`config.mk`:
```
export PLATFORM = sky130hd
export DESIGN_NAME = fetch_line_buffer_sub_unit
export DESIGN_NICKNAME = d
export VERILOG_FILES = /design/src/rtl/fetch_line_buffer_sub_unit.sv
export SDC_FILE = /design/constraint.sdc
export NUM_CORES = 1
export LEC_CHECK = 0
export CAP_MARGIN = 20
export CELL_PAD_IN_SITES_DETAIL_PLACEMENT = 0
export CELL_PAD_IN_SITES_GLOBAL_PLACEMENT = 1
export CORE_MARGIN = 5
export CORE_UTILIZATION = 28
export CTS_BUF_LIST = sky130_fd_sc_hd__clkbuf_2
export CTS_CLUSTER_SIZE = 10
export DETAILED_ROUTE_END_ITERATION = 6
export PLACE_DENSITY_LB_ADDON = 0.1
export SLEW_MARGIN = 40
export SYNTH_ARGS = -nofsm -noshare
export SYNTH_HDL_FRONTEND = slang
export SYNTH_SLANG_ARGS = --single-unit
export TNS_END_PERCENT = 1
```
`constraint.sdc`:
```
create_clock -name clk -period 1.25 [get_ports clk]
set_input_delay 0.25 -clock clk [delete_from_list [all_inputs] [get_ports clk]]
set_output_delay 0.25 -clock clk [all_outputs]
set_load 0.02 [all_outputs]
```
`src/rtl/fetch_line_buffer_sub_unit.sv`:
```
`default_nettype none
// ============================================================================
// Module   : fetch_line_buffer_sub_unit
// Function : Single-line instruction fetch buffer with critical-word-first
//            return. Macro FETCH_LINE_BUFFER_EN enables the line storage;
//            without it every fetch is a single-beat backend read.
// Revision : 1.0 - initial release
// ============================================================================
module fetch_line_buffer_sub_unit #(
  parameter int LINE_WORDS = 4,
  parameter int MEM_ADDR_W = 32
) (
  input  logic                  clk,
  input  logic                  rst,
  input  logic                  new_request,
  input  logic [MEM_ADDR_W-1:0] addr,
  input  logic                  re,
  input  logic                  we,
  input  logic [3:0]            be,
  input  logic [31:0]           data_in,
  output logic                  ready,
  output logic                  data_valid,
  output logic [31:0]           data_out,
  input  logic                  ifence,
  output logic                  mem_request,
  output logic [MEM_ADDR_W-1:0] mem_addr,
  input  logic                  mem_ack,
  input  logic                  mem_rvalid,
  input  logic [31:0]           mem_rdata
);

  localparam int c_off_w = $clog2(LINE_WORDS);
  localparam logic [c_off_w-1:0] c_last_beat = c_off_w'(LINE_WORDS - 1);

  localparam logic [1:0] c_st_idle = 2'd0;
  localparam logic [1:0] c_st_req  = 2'd1;
  localparam logic [1:0] c_st_fill = 2'd2;

  logic [1:0]            r_state;
  logic [1:0]            w_next_state;
  logic [MEM_ADDR_W-1:0] r_addr;
  logic [c_off_w-1:0]    r_cnt;
  logic                  r_data_valid;
  logic [31:0]           r_data_out;

  logic                  w_hit;
  logic [31:0]           w_hit_word;
  logic                  w_crit;
  logic                  w_last_beat;
  logic                  w_accept;
  logic                  w_beat;
  logic                  w_unused;

  assign w_accept = (r_state == c_st_idle) && new_request;
  assign w_beat   = (r_state == c_st_fill) && mem_rvalid;

`ifdef FETCH_LINE_BUFFER_EN
  localparam int c_tag_lsb = c_off_w + 2;

  logic [31:0]                     r_line [LINE_WORDS];
  logic [MEM_ADDR_W-c_tag_lsb-1:0] r_tag;
  logic                            r_valid;
  logic                            r_fence_pend;

  assign w_hit       = r_valid && (addr[MEM_ADDR_W-1:c_tag_lsb] == r_tag);
  assign w_hit_word  = r_line[addr[c_tag_lsb-1:2]];
  assign w_crit      = (r_cnt == r_addr[c_tag_lsb-1:2]);
  assign w_last_beat = (r_cnt == c_last_beat);
  assign mem_addr    = {r_addr[MEM_ADDR_W-1:c_tag_lsb], {c_tag_lsb{1'b0}}};
  assign w_unused    = ^{re, we, be, data_in, r_addr[1:0]};

  always_ff @(posedge clk) begin
    if (w_beat) r_line[r_cnt] <= mem_rdata;
  end

  // A fence seen while a fill is in flight must leave the refilled line invalid.
  always_ff @(posedge clk) begin
    if (rst) begin
      r_valid      <= 1'b0;
      r_tag        <= '0;
      r_fence_pend <= 1'b0;
    end else if (w_accept && !w_hit) begin
      r_valid      <= 1'b0;
      r_fence_pend <= 1'b0;
    end else if (w_beat && w_last_beat) begin
      r_valid      <= !(r_fence_pend || ifence);
      r_tag        <= r_addr[MEM_ADDR_W-1:c_tag_lsb];
    end else if (ifence) begin
      r_valid      <= 1'b0;
      r_fence_pend <= (r_state != c_st_idle);
    end
  end
`else
  assign w_hit       = 1'b0;
  assign w_hit_word  = '0;
  assign w_crit      = 1'b1;
  assign w_last_beat = 1'b1;
  assign mem_addr    = {r_addr[MEM_ADDR_W-1:2], 2'b00};
  assign w_unused    = ^{re, we, be, data_in, ifence, r_cnt, c_last_beat, r_addr[1:0]};
`endif

  always_ff @(posedge clk) begin
    if (rst) r_state <= c_st_idle;
    else     r_state <= w_next_state;
  end

  always_comb begin
    w_next_state = r_state;
    case (r_state)
      c_st_idle: if (new_request && !w_hit)     w_next_state = c_st_req;
      c_st_req:  if (mem_ack)                   w_next_state = c_st_fill;
      c_st_fill: if (mem_rvalid && w_last_beat) w_next_state = c_st_idle;
      default:                                  w_next_state = c_st_idle;
    endcase
  end

  always_comb begin
    ready       = (r_state == c_st_idle);
    mem_request = (r_state == c_st_req);
  end

  always_ff @(posedge clk) begin
    if (rst) begin
      r_addr       <= '0;
      r_cnt        <= '0;
      r_data_valid <= 1'b0;
      r_data_out   <= '0;
    end else begin
      r_data_valid <= 1'b0;
      case (r_state)
        c_st_idle: begin
          if (new_request) begin
            if (w_hit) begin
              r_data_valid <= 1'b1;
              r_data_out   <= w_hit_word;
            end else begin
              r_addr <= addr;
            end
          end
        end
        c_st_req: begin
          if (mem_ack) r_cnt <= '0;
        end
        c_st_fill: begin
          if (mem_rvalid) begin
            if (w_crit) begin
              r_data_valid <= 1'b1;
              r_data_out   <= mem_rdata;
            end
            if (!w_last_beat) r_cnt <= r_cnt + c_off_w'(1);
          end
        end
        default: ;
      endcase
    end
  end

  assign data_valid = r_data_valid;
  assign data_out   = r_data_out;

endmodule
`default_nettype wire

```
==> results of run 1 <==
through the flow:
step | hold WS (ps) | total power [mW] | TNS, ps
2_1_floorplan | 404.8 | 2.692 | 0
3_3_place_gp | 457.1 | 3.146 | -12070
3_5_place_dp | 463.7 | 3.157 | -14000
4_1_cts | 190.8 | 4.480 | -1667
5_1_grt | 220.2 | 4.669 | -7893
6_report | 258.7 | 4.374 | -446.9
worst min-delay path by stage:
stage | from | slack (ps) | end
6_report | rst | 260 | r_state[0]$_SDFFE_PP0P_
4_1_cts | rst | 190 | r_state[0]$_SDFFE_PP0P_
2_1_floorplan | mem_rdata[31] | 400 | data_out[31]$_SDFFE_PP0P_
5_1_grt | rst | 220 | data_valid$_SDFF_PP0_
3_3_place_gp | r_addr[11]$_SDFFE_PP0P_ | 460 | r_addr[11]$_SDFFE_PP0P_
3_5_place_dp | data_out[23]$_SDFFE_PP0P_ | 460 | data_out[23]$_SDFFE_PP0P_
per-layer routing:
| layer | wire, µm | vias to the layer above |
|---|---|---|
| met5 | 0 | - |
| met4 | 87 | 0 |
| met3 | 672 | 7 |
| met2 | 3448 | 79 |
| met1 | 3249 | 1023 |
| li1 | - | 1168 |
layout make-up:
class,instances,share of cell area [%]
multi-input cells,199,32.08
clock inverters,4,0.9356
well taps,136,3.635
repair buffers,141,32.48
clock buffers,12,1.283
flip-flops and latches,65,29.59
cells by family (layout without fill, tap and decap cells):
logic type / count (synthesis) / count (layout) / synth area share (%)
compound gates: 2 / 2 / 0.4247
mux: 62 / 62 / 21.07
buf+inv: 23 / 157 / 5.565
simple gates: 133 / 133 / 28.63
flops: 65 / 65 / 44.18
other cells: 1 / 2 / 0.1273
cell usage after synthesis (all sizes together):
library cell  instances
nand2b              125
dfxtp                65
mux2i                62
clkbuf               12
buf                  11
nor2b                 2
a211oi                1
a21oi                 1
and3b                 1
conb                  1
nand3b                1
nor2                  1
nor3b                 1
or2b                  1
or3b                  1
repair_timing:
item                       4_1_cts  5_1_grt
buffers inserted                 0        0
resized for setup              453        7
pin swaps                        1        0
setup endpoints to repair      103      128
worst max-delay path: stages, from the launching register on:
cell	delay, ps
dfxtp_4	390
nor2_2	120
buf_6	130
power by group through the flow:
stage / clock, mW / sequential, mW / combinational, mW
finish: 1.21 / 2.25 / 0.915
global route: 1.42 / 2.26 / 0.984
CTS: 1.31 / 2.25 / 0.924
detailed placement: 0 / 2.26 / 0.902
global placement: 0 / 2.25 / 0.894
floorplan: 0 / 2.36 / 0.330
cell usage in the layout, fill, tap and decap left out:
master | Yosys | layout
conb_1 | 1 | 2
dfxtp_2 | 0 | 64
or3b_2 | 1 | 1
buf_4 | 5 | 4
bufinv_16 | 0 | 1
nand3b_1 | 1 | 1
clkinv_1 | 0 | 1
nor2b_1 | 2 | 1
dfxtp_4 | 0 | 1
a21oi_1 | 1 | 1
nor3b_4 | 0 | 1
buf_6 | 1 | 67
buf_12 | 3 | 4
a211oi_1 | 1 | 1
nor2_2 | 0 | 1
and3b_2 | 0 | 1
clkbuf_2 | 0 | 12
mux2i_1 | 62 | 62
nand2b_1 | 125 | 125
clkdlybuf4s50_1 | 0 | 65
clkinv_2 | 0 | 2
buf_2 | 2 | 1
nor2b_4 | 0 | 1
or2b_1 | 1 | 1
flip-flops by register name, indices dropped and copies added, names as in the netlist:
signal / count
data_out: 32
r_addr: 30
data_valid: 1
r_state: 2
==> impl_metrics.tcl, run 1 <==
set metrics [dict create \
    synth-seq-area-share_pct 44.18 \
    max_freq_mhz 749.1 \
    run_status "complete, but fails checks" \
    antennaDiodeCount 0 \
    ctsHoldBuffers 0 \
    finalCriticalPeriod_ps 1335 \
    design.core.area_um2 10280 \
    fin_area_um2 4681 \
    path_class "reg2out" \
    drtAntennaViolNets 0 \
    hpwl_mm 5.267 \
    syn_area_um2 2945 \
    synth_cells 286 \
    crit_path_start "r_state[1]$_SDFFE_PP0P_" \
    cts_tree "built" \
    io_buffers 131 \
    syn_area_per_cell_um2 10.30 \
    rsz0062_at_grt "yes" \
    route.detailed.drc 0 \
    wl_per_cell_um 13.39 \
    yosysWarnings 0 \
    area.growth.synth_to_final_pct 58.92 \
    grt_pass1_wl_mm 12.04 \
    drv_slew 0 \
    reg2reg_slack_ps -40 \
    p_leak_nw 1.840 \
    dp_worst_setup_slack_ps -291.0 \
    use_met3_pct 4.960 \
    intPower_mw 3.211 \
    crit_fanout 3 \
    root_buffer "clkbuf_2" \
    ir_drop_v 0.0005143 \
    gr-usage-met1_pct 14.64 \
    cts.path.max_buffers 2 \
    grt-busiest-layer "met2" \
    hold_depth 3 \
    synthTopCellsByArea "dfxtp_1, nand2b_1, mux2i_1, buf_12, clkbuf_1" \
    final_util_pct 45.54 \
    final_cells 557 \
    viasPerCell 4.088 \
    r2r_start "r_state[0]$_SDFFE_PP0P_" \
    die_width_um 112.6 \
    pwr_density_cell_nw_per_um2 934.5 \
    cp-start-kind "register" \
    clock_skew_ps 18.83 \
    p_sw_mw 1.163 \
    routed_wl_mm 7.456 \
    worstPathArrival_ps 1080 \
    crit_required_ps 1000 \
    place_congestion 0.7184 \
    h-tree-depth 3 \
    fin_ws_ps -84.89 \
    drive_gt1_share_pct 38.24 \
    seq_area_um2 1385 \
    worstHoldPathType "in2reg" \
    clk_pin_slew_worst_paths_ps 170 \
    r2r_end "data_out[24]$_SDFFE_PP0P_" \
    grt-ovfl-total 0 \
    seq_power_share_pct 51.4 \
    synth_top_cell_area_share_pct 44.18 \
    grt_max_degree 66 \
    detail_route.first_pass.iterations 4 \
    use_met2_pct 18.13 \
    setup_violations 25 \
    placed_cells 541 \
    min_period_over_period_pct 106.8 \
    grt_antenna_before_repair 0 \
    violations "setup timing" \
    hold_viol 0 \
    clock_sinks 65 \
    crit_end "ready" \
    grt_use_total_pct 11.79 \
    die_height_um 112.6 \
    multi_input_area_um2 1501 \
    synth.distinct_cells 18 \
    start_util_pct 28.66 \
    clk_latency_ps 460 \
    via_count 2277 \
    comb_power_share_pct 20.9 \
    power.switching_fraction_pct 26.59 \
    dieArea_um2 12670 \
    final_nets 524 \
    synth_seq_cells 65 \
    synth_largest_area_cell "dfxtp_1" \
    cap_violations 0 \
    power_frac_clock_pct 27.7 \
    fill_cells 1024 \
    crit_path_end_kind "output pin" \
    drtIter0Drc 68 \
    boundaryPins 175 \
    cts_buffers 9 \
    place_area_um2 4394 \
    grt_pass1_vias 2394 \
    worst_r2r_path_depth 4 \
    rows 37 \
]
(Power assumes the default switching activity.)
==> run 2, diff against run 1 <==
Settings changed: CORE_UTILIZATION 28 to 25.
Clock period 1.25 ns to 1.19 ns, I/O delays scaled along.
==> impl_metrics.tcl, run 2 (synthesis results as in run 1) <==
set metrics [dict create \
    finalCriticalPeriod_ps 1315 \
    ir_drop_v 0.0006331 \
    rows 39 \
    io_buffers 131 \
    fin_ws_ps -125.4 \
    design.core.area_um2 11470 \
    drtAntennaViolNets 0 \
    power_frac_clock_pct 27.8 \
    drv_slew 0 \
    drtIter0Drc 96 \
    place_area_um2 4413 \
    area.growth.synth_to_final_pct 59.43 \
    power.switching_fraction_pct 27.18 \
    clk_pin_slew_worst_paths_ps 170 \
    grt_antenna_before_repair 0 \
    worstPathArrival_ps 1080 \
    crit_path_end_kind "output pin" \
    p_total_mw 4.610 \
    min_to "data_valid$_SDFF_PP0_" \
    p_leak_nw 1.831 \
    cts_tree "built" \
    intPower_mw 3.357 \
    violations "setup timing" \
    antennaDiodeCount 0 \
    setup_violations 89 \
    worstHoldPathType "in2reg" \
    routed_wl_mm 7.464 \
    worst_r2r_path_depth 4 \
    dieArea_um2 14050 \
    grt_pass1_wl_mm 12.36 \
    place_congestion 0.6425 \
    die_height_um 118.5 \
    fill_cells 1172 \
    hpwl_mm 5.280 \
    path_class "reg2out" \
    seq_area_um2 1383 \
    final_common_cell "nand2b_1" \
    clock_sinks 65 \
    cap_violations 0 \
    max_freq_mhz 760.2 \
    via_count 2289 \
    clk_latency_ps 470 \
    pwr_density_cell_nw_per_um2 981.8 \
    root_buffer "clkbuf_2" \
    comb_power_share_pct 21.0 \
    drive_gt1_share_pct 37.86 \
    final_cell_mix "nand2b_1, dfxtp_2, clkdlybuf4s50_1" \
    start_util_pct 25.68 \
    cts.path.max_buffers 2 \
    r2r_start "r_state[0]$_SDFFE_PP0P_" \
    seq_power_share_pct 51.2 \
    hold_depth 3 \
    grt-ovfl-total 0 \
    min_period_over_period_pct 110.5 \
    crit_fanout 3 \
    run_status "complete, but fails checks" \
    p_sw_mw 1.253 \
    cp-start-kind "register" \
    multi_input_area_um2 1499 \
    clock_skew_ps 27.40 \
    r2r_end "data_out[17]$_SDFFE_PP0P_" \
    detail_route.first_pass.iterations 4 \
    fin_area_um2 4696 \
    route.detailed.drc 0 \
    grt_pass1_vias 2423 \
    final_nets 523 \
    cts_buffers 9 \
    dp_worst_setup_slack_ps -372.5 \
    hold_viol 0 \
    boundaryPins 175 \
    wl_per_cell_um 13.26 \
    viasPerCell 4.066 \
    grt_use_total_pct 10.81 \
    reg2reg_slack_ps -100 \
    crit_required_ps 950 \
    holdCritStartpoint "rst" \
    die_width_um 118.5 \
    largest_reg_flops 32 \
    h-tree-depth 3 \
    grt_max_degree 74 \
    rsz0062_at_grt "yes" \
]
-- run 2: power by group through the flow --
| stage | clock, mW | sequential, mW | combinational, mW |
|---|---|---|---|
| after global routing | 1.51 | 2.38 | 1.04 |
| after global placement | 0 | 2.37 | 0.957 |
| after CTS | 1.39 | 2.36 | 0.980 |
| after floorplan | 0 | 2.48 | 0.346 |
| final | 1.28 | 2.36 | 0.968 |
| after detailed placement | 0 | 2.37 | 0.960 |
-- run 2: area by class of cell --
cell class	instances	share of cell area (%)
repair buffers	140	32.51
multi-input cells	199	31.92
clock buffers	10	1.066
clock inverters	6	1.252
flip-flops and latches	65	29.44
well taps	143	3.810
-- run 2: timing repair --
| action | 4_1_cts | 5_1_grt |
|---|---|---|
| hold endpoints to repair | 0 | 0 |
| buffers inserted | 1 | 0 |
| gates cloned | 0 | 0 |
| resized for setup | 451 | 4 |
| pin swaps | 2 | 0 |
| setup endpoints to repair | 128 | 129 |
| hold buffers | 0 | 0 |
-- run 2: worst max path at each step --
stage                             from                   endpoint  slack (ps)  depth (start not counted)
6_report       r_state[0]$_SDFFE_PP0P_                mem_request        -130                          2
2_1_floorplan  r_state[0]$_SDFFE_PP0P_  data_out[10]$_SDFFE_PP0P_         110                          4
5_1_grt        r_state[0]$_SDFFE_PP0P_                mem_request        -260                          2
3_5_place_dp               new_request    r_addr[16]$_SDFFE_PP0P_        -370                          4
4_1_cts        r_state[0]$_SDFFE_PP0P_                mem_request        -230                          2
3_3_place_gp               new_request    r_addr[25]$_SDFFE_PP0P_        -300                          4
-- run 2: critical path: stages, from the launching register on --
cell and delay (ps):
dfxtp_2 370, nor2b_4 130, buf_6 120
-- run 2: stage by stage --
step,cells,hold slack (ps),TNS (ps),utilization [%]
2_1_floorplan,287,392.8,0,-
3_3_place_gp,546,457.2,-16160,38.48
3_5_place_dp,546,460.7,-18040,38.48
4_1_cts,563,184.9,-10200,40.81
5_1_grt,563,181.9,-15730,40.95
6_report,563,268.6,-3838,40.95
-- run 2: layer usage --
| metal | global-route usage [%] | part of all wire, % | vias to the layer above |
|---|---|---|---|
| li1 | - | - | 1173 |
| met1 | 13.15 | 44 | 1020 |
| met2 | 16.22 | 45 | 82 |
| met3 | 4.871 | 8.4 | 14 |
| met4 | 5.174 | 2.4 | 0 |
| met5 | 0 | 0 | - |
